## config.mk

```make
export PLATFORM = sky130hd
export DESIGN_NAME = qspi_master_ctrl
export DESIGN_NICKNAME = d
export VERILOG_FILES = /design/src/rtl/qspi_pkg.sv /design/src/rtl/qspi_sclk_gen.sv /design/src/rtl/qspi_master_ctrl.sv
export SDC_FILE = /design/constraint.sdc
export NUM_CORES = 1
export LEC_CHECK = 0
export ABC_AREA = 1
export CORE_MARGIN = 5
export CORE_UTILIZATION = 54
export DETAILED_ROUTE_END_ITERATION = 10
export GPL_ROUTABILITY_DRIVEN = 0
export HOLD_SLACK_MARGIN = 0.02
export PLACE_DENSITY_LB_ADDON = 0.3
export SLEW_MARGIN = 20
export SYNTH_ARGS = -nofsm -noshare
export SYNTH_HDL_FRONTEND = slang
export SYNTH_HIERARCHICAL = 1
export SYNTH_SLANG_ARGS = --single-unit
```

## constraint.sdc

```tcl
create_clock -name clk -period 2.4 [get_ports clk]
set_input_delay 0.48 -clock clk [delete_from_list [all_inputs] [get_ports clk]]
set_output_delay 0.48 -clock clk [all_outputs]
set_load 0.01 [all_outputs]
```

## src/rtl/qspi_pkg.sv

```systemverilog
// qspi_pkg: shared constants and types for the quad-SPI master.
//   OP_QPP / OP_QIOR : opcodes that select write / read frames; any other
//                      opcode produces a command-only frame.
//   OE_*             : io_oe patterns for single-lane, quad and released bus.
//   qspi_state_e     : frame-sequencing states.
package qspi_pkg;
   localparam logic [7:0] OP_QPP  = 8'h38;
   localparam logic [7:0] OP_QIOR = 8'hEB;

   localparam logic [3:0] OE_NONE   = 4'b0000;
   localparam logic [3:0] OE_SINGLE = 4'b0001;
   localparam logic [3:0] OE_QUAD   = 4'b1111;

   localparam int CMD_PERIODS  = 8;
   localparam int ADDR_PERIODS = 6;

   typedef enum logic [2:0] {IDLE, CMD, ADDR, DUMMY, WDATA, RDATA, CS_HOLD} qspi_state_e;
endpackage

```

## src/rtl/qspi_sclk_gen.sv

```systemverilog
// qspi_sclk_gen: SCLK divider. While run=1 each SCLK half-period lasts
// CLK_DIV clk, starting with the low phase; run=0 parks SCLK low.
//   clk, reset_n : clock, synchronous active-low reset
//   run          : enable
//   sclk         : registered serial clock
//   low_start    : next edge starts a new low phase (period boundary)
//   rise         : next edge drives SCLK 0->1 (input sample edge)
//   pre_low      : next cycle is the last clk before a period boundary
module qspi_sclk_gen #(
   parameter int CLK_DIV = 2
) (
   input  logic clk,
   input  logic reset_n,
   input  logic run,
   output logic sclk,
   output logic low_start,
   output logic rise,
   output logic pre_low
);
   localparam int CW = (CLK_DIV > 1) ? $clog2(CLK_DIV) : 1;
   localparam logic [CW-1:0] LAST = CW'(CLK_DIV - 1);
   localparam logic [CW-1:0] PRE  = CW'((CLK_DIV > 1) ? CLK_DIV - 2 : 0);

   logic [CW-1:0] cnt;
   logic          wrap;

   assign wrap = (cnt == LAST);

   always_ff @(posedge clk) begin
      if (!reset_n || !run) begin
         cnt  <= '0;
         sclk <= 1'b0;
      end else if (wrap) begin
         cnt  <= '0;
         sclk <= ~sclk;
      end else begin
         cnt  <= cnt + CW'(1);
      end
   end

   assign rise      = run && wrap && !sclk;
   assign low_start = run && wrap && sclk;
   // With a one-clk half period the cycle before the boundary is the low phase.
   assign pre_low   = run && ((CLK_DIV == 1) ? !sclk : (sclk && (cnt == PRE)));
endmodule

```

## src/rtl/qspi_master_ctrl.sv

```systemverilog
// qspi_master_ctrl: quad-SPI master. Frame = opcode on IO[0], 24-bit address
// on four lanes, then quad write data (QPP) or dummy periods + quad read data
// (QIOR); other opcodes are command-only. All outputs are registered.
//   clk, reset_n          : clock, synchronous active-low reset
//   start, opcode, address, write_data, burst_len : request (accepted in IDLE)
//   wr_req                : asks for the next write byte, sampled same edge
//   busy, done            : frame in progress / one-clk completion pulse
//   rd_data, rd_valid     : received byte and its strobe
//   CS, SCLK, io_o, io_oe, io_i : flash pins (tristate resolved outside)
module qspi_master_ctrl
   import qspi_pkg::*;
#(
   parameter int CLK_DIV        = 2,
   parameter int DUMMY_CYCLES   = 4,
   parameter int CS_HIGH_CYCLES = 4
) (
   input  logic        clk,
   input  logic        reset_n,
   input  logic        start,
   input  logic [7:0]  opcode,
   input  logic [23:0] address,
   input  logic [7:0]  write_data,
   input  logic [3:0]  burst_len,
   output logic        wr_req,
   output logic        busy,
   output logic        done,
   output logic [7:0]  rd_data,
   output logic        rd_valid,
   output logic        CS,
   output logic        SCLK,
   output logic [3:0]  io_o,
   output logic [3:0]  io_oe,
   input  logic [3:0]  io_i
);
   localparam int MAXP = (DUMMY_CYCLES > CMD_PERIODS) ? DUMMY_CYCLES : CMD_PERIODS;
   localparam int PCW  = (MAXP > 1) ? $clog2(MAXP) : 1;
   localparam int HW   = (CS_HIGH_CYCLES > 1) ? $clog2(CS_HIGH_CYCLES) : 1;

   qspi_state_e    state, state_n;
   logic [PCW-1:0] per_cnt, per_n;
   logic [4:0]     byte_cnt, byte_n;
   logic [HW-1:0]  hold_cnt, hold_n;
   logic [31:0]    shreg, sh_n;      // {opcode, address}, shifted out MSB first
   logic [7:0]     wbyte, wbyte_n;
   logic [3:0]     blen, blen_n;
   logic [3:0]     rd_hi, rd_hi_n;
   logic           is_wr, is_wr_n, is_rd, is_rd_n;
   logic           cs_n, busy_n, done_n, wr_req_n, rd_valid_n;
   logic [7:0]     rd_data_n;
   logic [3:0]     io_o_n, io_oe_n;
   logic           run, low_start, rise, pre_low, last_byte;

   assign run       = (state != IDLE) && (state != CS_HOLD);
   // 5-bit compare so burst_len=15 (16 bytes) cannot wrap.
   assign last_byte = (byte_cnt + 5'd1) == ({1'b0, blen} + 5'd1);

   qspi_sclk_gen #(.CLK_DIV(CLK_DIV)) u_sclk (
      .clk       (clk),
      .reset_n   (reset_n),
      .run       (run),
      .sclk      (SCLK),
      .low_start (low_start),
      .rise      (rise),
      .pre_low   (pre_low)
   );

   always_ff @(posedge clk) begin
      if (!reset_n) begin
         state    <= IDLE;
         per_cnt  <= '0;
         byte_cnt <= '0;
         hold_cnt <= '0;
         shreg    <= '0;
         wbyte    <= '0;
         blen     <= '0;
         rd_hi    <= '0;
         is_wr    <= 1'b0;
         is_rd    <= 1'b0;
         CS       <= 1'b1;
         busy     <= 1'b0;
         done     <= 1'b0;
         wr_req   <= 1'b0;
         rd_valid <= 1'b0;
         rd_data  <= '0;
         io_o     <= '0;
         io_oe    <= '0;
      end else begin
         state    <= state_n;
         per_cnt  <= per_n;
         byte_cnt <= byte_n;
         hold_cnt <= hold_n;
         shreg    <= sh_n;
         wbyte    <= wbyte_n;
         blen     <= blen_n;
         rd_hi    <= rd_hi_n;
         is_wr    <= is_wr_n;
         is_rd    <= is_rd_n;
         CS       <= cs_n;
         busy     <= busy_n;
         done     <= done_n;
         wr_req   <= wr_req_n;
         rd_valid <= rd_valid_n;
         rd_data  <= rd_data_n;
         io_o     <= io_o_n;
         io_oe    <= io_oe_n;
      end
   end

   always_comb begin
      state_n    = state;
      per_n      = per_cnt;
      byte_n     = byte_cnt;
      hold_n     = hold_cnt;
      sh_n       = shreg;
      wbyte_n    = wbyte;
      blen_n     = blen;
      rd_hi_n    = rd_hi;
      is_wr_n    = is_wr;
      is_rd_n    = is_rd;
      cs_n       = CS;
      busy_n     = busy;
      done_n     = 1'b0;
      wr_req_n   = 1'b0;
      rd_valid_n = 1'b0;
      rd_data_n  = rd_data;
      io_o_n     = io_o;
      io_oe_n    = io_oe;

      case (state)
         IDLE: if (start) begin
            state_n = CMD;
            sh_n    = {opcode, address};
            wbyte_n = write_data;
            blen_n  = burst_len;
            is_wr_n = (opcode == OP_QPP);
            is_rd_n = (opcode == OP_QIOR);
            per_n   = '0;
            byte_n  = '0;
            cs_n    = 1'b0;
            busy_n  = 1'b1;
            io_oe_n = OE_SINGLE;
            io_o_n  = {3'b000, opcode[7]};
         end
         CMD: if (low_start) begin
            sh_n = shreg << 1;
            if (per_cnt == PCW'(CMD_PERIODS - 1)) begin
               per_n = '0;
               if (is_wr || is_rd) begin
                  state_n = ADDR;
                  io_oe_n = OE_QUAD;
                  io_o_n  = sh_n[31:28];
               end else begin
                  state_n = CS_HOLD;
                  hold_n  = '0;
                  cs_n    = 1'b1;
                  io_oe_n = OE_NONE;
                  io_o_n  = '0;
               end
            end else begin
               per_n  = per_cnt + PCW'(1);
               io_o_n = {3'b000, sh_n[31]};
            end
         end
         ADDR: if (low_start) begin
            if (per_cnt == PCW'(ADDR_PERIODS - 1)) begin
               per_n = '0;
               if (is_wr) begin
                  state_n = WDATA;
                  io_o_n  = wbyte[7:4];
               end else begin
                  state_n = DUMMY;
                  io_oe_n = OE_NONE;
                  io_o_n  = '0;
               end
            end else begin
               per_n  = per_cnt + PCW'(1);
               sh_n   = shreg << 4;
               io_o_n = sh_n[31:28];
            end
         end
         DUMMY: if (low_start) begin
            if (per_cnt == PCW'(DUMMY_CYCLES - 1)) begin
               per_n   = '0;
               state_n = RDATA;
            end else begin
               per_n = per_cnt + PCW'(1);
            end
         end
         WDATA: begin
            // Request the next byte in the final clk of the low-nibble period.
            if (pre_low && per_cnt[0] && !last_byte) wr_req_n = 1'b1;
            if (low_start) begin
               if (!per_cnt[0]) begin
                  per_n  = PCW'(1);
                  io_o_n = wbyte[3:0];
               end else if (last_byte) begin
                  state_n = CS_HOLD;
                  hold_n  = '0;
                  cs_n    = 1'b1;
                  io_oe_n = OE_NONE;
                  io_o_n  = '0;
               end else begin
                  per_n   = '0;
                  byte_n  = byte_cnt + 5'd1;
                  wbyte_n = write_data;
                  io_o_n  = write_data[7:4];
               end
            end
         end
         RDATA: begin
            if (rise) begin
               if (!per_cnt[0]) begin
                  rd_hi_n = io_i;
               end else begin
                  rd_data_n  = {rd_hi, io_i};
                  rd_valid_n = 1'b1;
               end
            end
            if (low_start) begin
               if (!per_cnt[0]) begin
                  per_n = PCW'(1);
               end else if (last_byte) begin
                  state_n = CS_HOLD;
                  hold_n  = '0;
                  cs_n    = 1'b1;
                  io_oe_n = OE_NONE;
                  io_o_n  = '0;
               end else begin
                  per_n  = '0;
                  byte_n = byte_cnt + 5'd1;
               end
            end
         end
         CS_HOLD: begin
            if (hold_cnt == HW'(CS_HIGH_CYCLES - 1)) begin
               state_n = IDLE;
               done_n  = 1'b1;
               busy_n  = 1'b0;
            end else begin
               hold_n = hold_cnt + HW'(1);
            end
         end
         default: state_n = IDLE;
      endcase
   end
endmodule

```

==> impl_metrics.env <==
export IMPL_grtUsageMet1_pct=30.0
export IMPL_stdcell_count=817
export IMPL_r2r_start="state[1]"
export IMPL_peakVddDrop_mv=0.690
export IMPL_rows=33
export IMPL_ys_async_sr_fraction_pct=0
export IMPL_routedWlPerCell_um=14.7
export IMPL_required_ns=2.71
export IMPL_synth_edff_count=0
export IMPL_detail_route_wirelength_mm=12.0
export IMPL_endpoint_kind="flop"
export IMPL_drive_gt1_share_pct=10.4
export IMPL_clkLatencyLatePin_ns=0.36
export IMPL_cp_slowest_cell="dfxtp_1"
export IMPL_cts_buffers_inserted=9
export IMPL_reg2regPathDepth=12
export IMPL_dp_cells=794
export IMPL_slew_headroom_pct=66.6
export IMPL_syn_area_per_cell_sq_um=6.95
export IMPL_place_hpwl_mm=8.44
export IMPL_busiest_layer="met2"
export IMPL_timing_critical_path_from_type="flop"
export IMPL_ios=73
export IMPL_grt_pass1_vias=4363
export IMPL_cts_max_level=3
export IMPL_ys_flop_type="dfxtp_1"
export IMPL_core_area_sq_um=8090
export IMPL_nets=767
export IMPL_power_frac_seq_pct=29.3
export IMPL_fin_crit_ns=2.30
export IMPL_internal_power_mw=3.68
export IMPL_p_per_area_nw_per_um2=1220
export IMPL_crit_type="flop to flop"
export IMPL_syn_inst=633
export IMPL_ant_nets=0
export IMPL_dr_total_vias=4624
export IMPL_clockBufferDepth=2
export IMPL_setup_ws_ns=0.101
export IMPL_die_x_um=100
export IMPL_grt_pass1_wl_mm=19.7
export IMPL_drc=0
export IMPL_areaGrowthSynthToFinish_pct=25.7
export IMPL_antenna_found_initial=0
export IMPL_num_antenna_cells=0
export IMPL_r2r_end="byte_cnt[1]"
export IMPL_worstSetupStartpoint="state[1]"
export IMPL_clkTransAtPathRegs_ns=0.09
export IMPL_drv_cap=0
export IMPL_crit_path_end="byte_cnt[1]"
export IMPL_worstPathCellList="buf_4 > nor2_2 > nor2_2 > inv_1 > nor3_4 > buf_4 > nand2_1 > a211oi_2 > nand2_2 > nor3_1 > a21oi_1 > nor2_1"
export IMPL_first_pass_iters=5
export IMPL_grt_ovfl_total=0
export IMPL_cts_sinks=83
export IMPL_track_usage_pct=23.9
export IMPL_pwr_share_comb_pct=54.0
export IMPL_die_area_sq_um=10100
export IMPL_ff2ff_setup_slack_ns=0.10
export IMPL_use_met2_pct=39.9
export IMPL_switching_share_pct=45.6
export IMPL_clkPwrFrac_pct=16.7
export IMPL_clock_fmax_mhz=435
export IMPL_setup_viol=0
export IMPL_final_max_slew_viol_count=0
export IMPL_hold_class="flop to flop"
export IMPL_outcome="completed"
export IMPL_synth_area_sq_um=4400
export IMPL_io_buffer_count=72
export IMPL_yosysWarnings=6
export IMPL_drtIter0Drc=325
export IMPL_placed_area_sq_um=5190
export IMPL_gr_usage_met3_pct=5.00
export IMPL_via_per_inst=5.66
export IMPL_synth_nets=693
export IMPL_skew_ns=0.0154
export IMPL_ys_seq_area_share_pct=37.8
export IMPL_ys_seq_elements=83
export IMPL_cts_root_buf="clkbuf_8"
export IMPL_cts_tree="yes"
export IMPL_fin_crit_sh_pct=95.8
export IMPL_die_y_um=100
export IMPL_p_switching_mw=3.09
export IMPL_synthDistinctLibCells=41
export IMPL_cp_arrival_ns=2.61
export IMPL_grt_max_degree=48
export IMPL_worst_pin_slew_ns=0.501
export IMPL_worstPathMaxFanout=10
export IMPL_final_cell_area_sq_um=5530
export IMPL_finalHoldViolations=0
export IMPL_worst_hold_slack_ns=0.467
export IMPL_hold_start="CS"
export IMPL_initial_core_util_pct=54.4
export IMPL_place_ws_ns=0.0868
export IMPL_max_stage_delay_ns=0.37
export IMPL_p_leak_nw=2.32
## power groups by stage
stage | registers, mW | clock network, mW | logic (mW)
6_report | 1.98 | 1.13 | 3.66
5_1_grt | 2.03 | 1.21 | 4.07
4_1_cts | 1.97 | 1.15 | 3.28
3_5_place_dp | 2.00 | 0 | 3.26
3_3_place_gp | 1.98 | 0 | 3.15
2_1_floorplan | 1.93 | 0 | 2.58
## per-layer routing
| layer | wire [um] | vias up |
|---|---|---|
| met5 | 0 | - |
| met4 | 274 | 0 |
| met3 | 752 | 26 |
| met2 | 5920 | 201 |
| met1 | 5020 | 2135 |
| li1 | - | 2262 |
## timing repair
| item | in CTS | in global routing |
|---|---|---|
| hold buffers | 0 | 0 |
| endpoints found under the setup margin | 0 | 38 |
| buffers inserted | 0 | 6 |
| gates resized for setup | 0 | 12 |
## worst min-delay path by stage
stage                 end  slack (ns)  cells past startpoint
2_1_floorplan  u_sclk/cnt        0.41                      1
3_3_place_gp   u_sclk/cnt        0.43                      1
3_5_place_dp   u_sclk/cnt        0.44                      1
4_1_cts        u_sclk/cnt        0.46                      1
5_1_grt        u_sclk/cnt        0.48                      1
6_report               CS        0.47                      2
## metrics by stage
| step | util (%) | setup TNS, ns | total power, mW |
|---|---|---|---|
| final | 68.3 | 0 | 6.77 |
| after floorplan | - | 0 | 4.51 |
| after global placement | 64.2 | 0 | 5.13 |
| after global routing | 68.3 | -0.905 | 7.30 |
| after CTS | 67.0 | 0 | 6.40 |
| after detailed placement | 64.2 | 0 | 5.26 |
## flip-flops by register name, indices dropped and copies added (netlist names)
register     count
CS               1
rd_valid         1
u_sclk/sclk      1
state            3
done             1
shreg           31
is_rd            1
wr_req           1
io_oe            2
per_cnt          3
io_o             4
blen             4
rd_data          8
byte_cnt         5
wbyte            8
busy             1
is_wr            1
u_sclk/cnt       1
rd_hi            4
hold_cnt         2
## logic make-up after synthesis
group	share of synthesized area, %
flip-flops	37.8
buffers and inverters	9.73
AO/OA/AOI/OAI	23.4
adder cells (fa/ha/maj)	2.56
AND/OR/NAND/NOR	26.6
## synth_stat cells, drive strengths merged (7+ instances only)
master	n	area [sq um]
nand3	22	123
nand2	119	482
a211oi	7	57.6
o21ai	68	344
nor2	104	428
dfxtp	83	1660
inv	76	285
a21oi	61	309
clkbuf	16	60.1
o22ai	10	62.6
a221oi	11	96.3
buf	11	78.8
ha	9	113
nor3	8	72.6
## placed cells by master, fill, tap and decap left out, types with 2 or more instances in the layout
master	Yosys	layout
buf_4	7	15
o211ai_1	4	4
o21ai_0	63	62
clkdlybuf4s50_1	0	72
nor2_2	3	4
nand3_1	21	21
inv_2	9	9
a211oi_2	1	2
a221oi_1	11	11
o22ai_1	10	10
nor2_1	97	96
ha_1	9	9
nand2_1	109	108
nor2_4	4	4
a31oi_1	3	3
nor3_4	2	3
nor3_1	4	4
a21oi_1	60	60
clkbuf_8	0	10
inv_1	67	66
nand2_4	2	2
o221ai_1	6	6
nand2_2	8	9
o21ai_1	4	5
nand4_1	6	6
dfxtp_1	83	82
a211oi_1	6	5
bufinv_16	0	2
## worst max-delay path, delay by kind of cell (launching register included)
family	cells	cell delay, ns
AOI/OAI and AO/OA	2	0.38
buffers and inverters	3	0.47
DFF	1	0.37
and+or+nand+nor	7	1.01
## cell type report
type	count	area (sq um)
Clock buffer	11	141
Clock inverter	5	85.1
Fill cell	693	2560
Inverter	77	292
Multi-Input combinational cell	446	2330
Sequential cell	83	1660
Tap cell	105	131
Timing Repair Buffer	90	890
(Power assumes the default switching activity.)
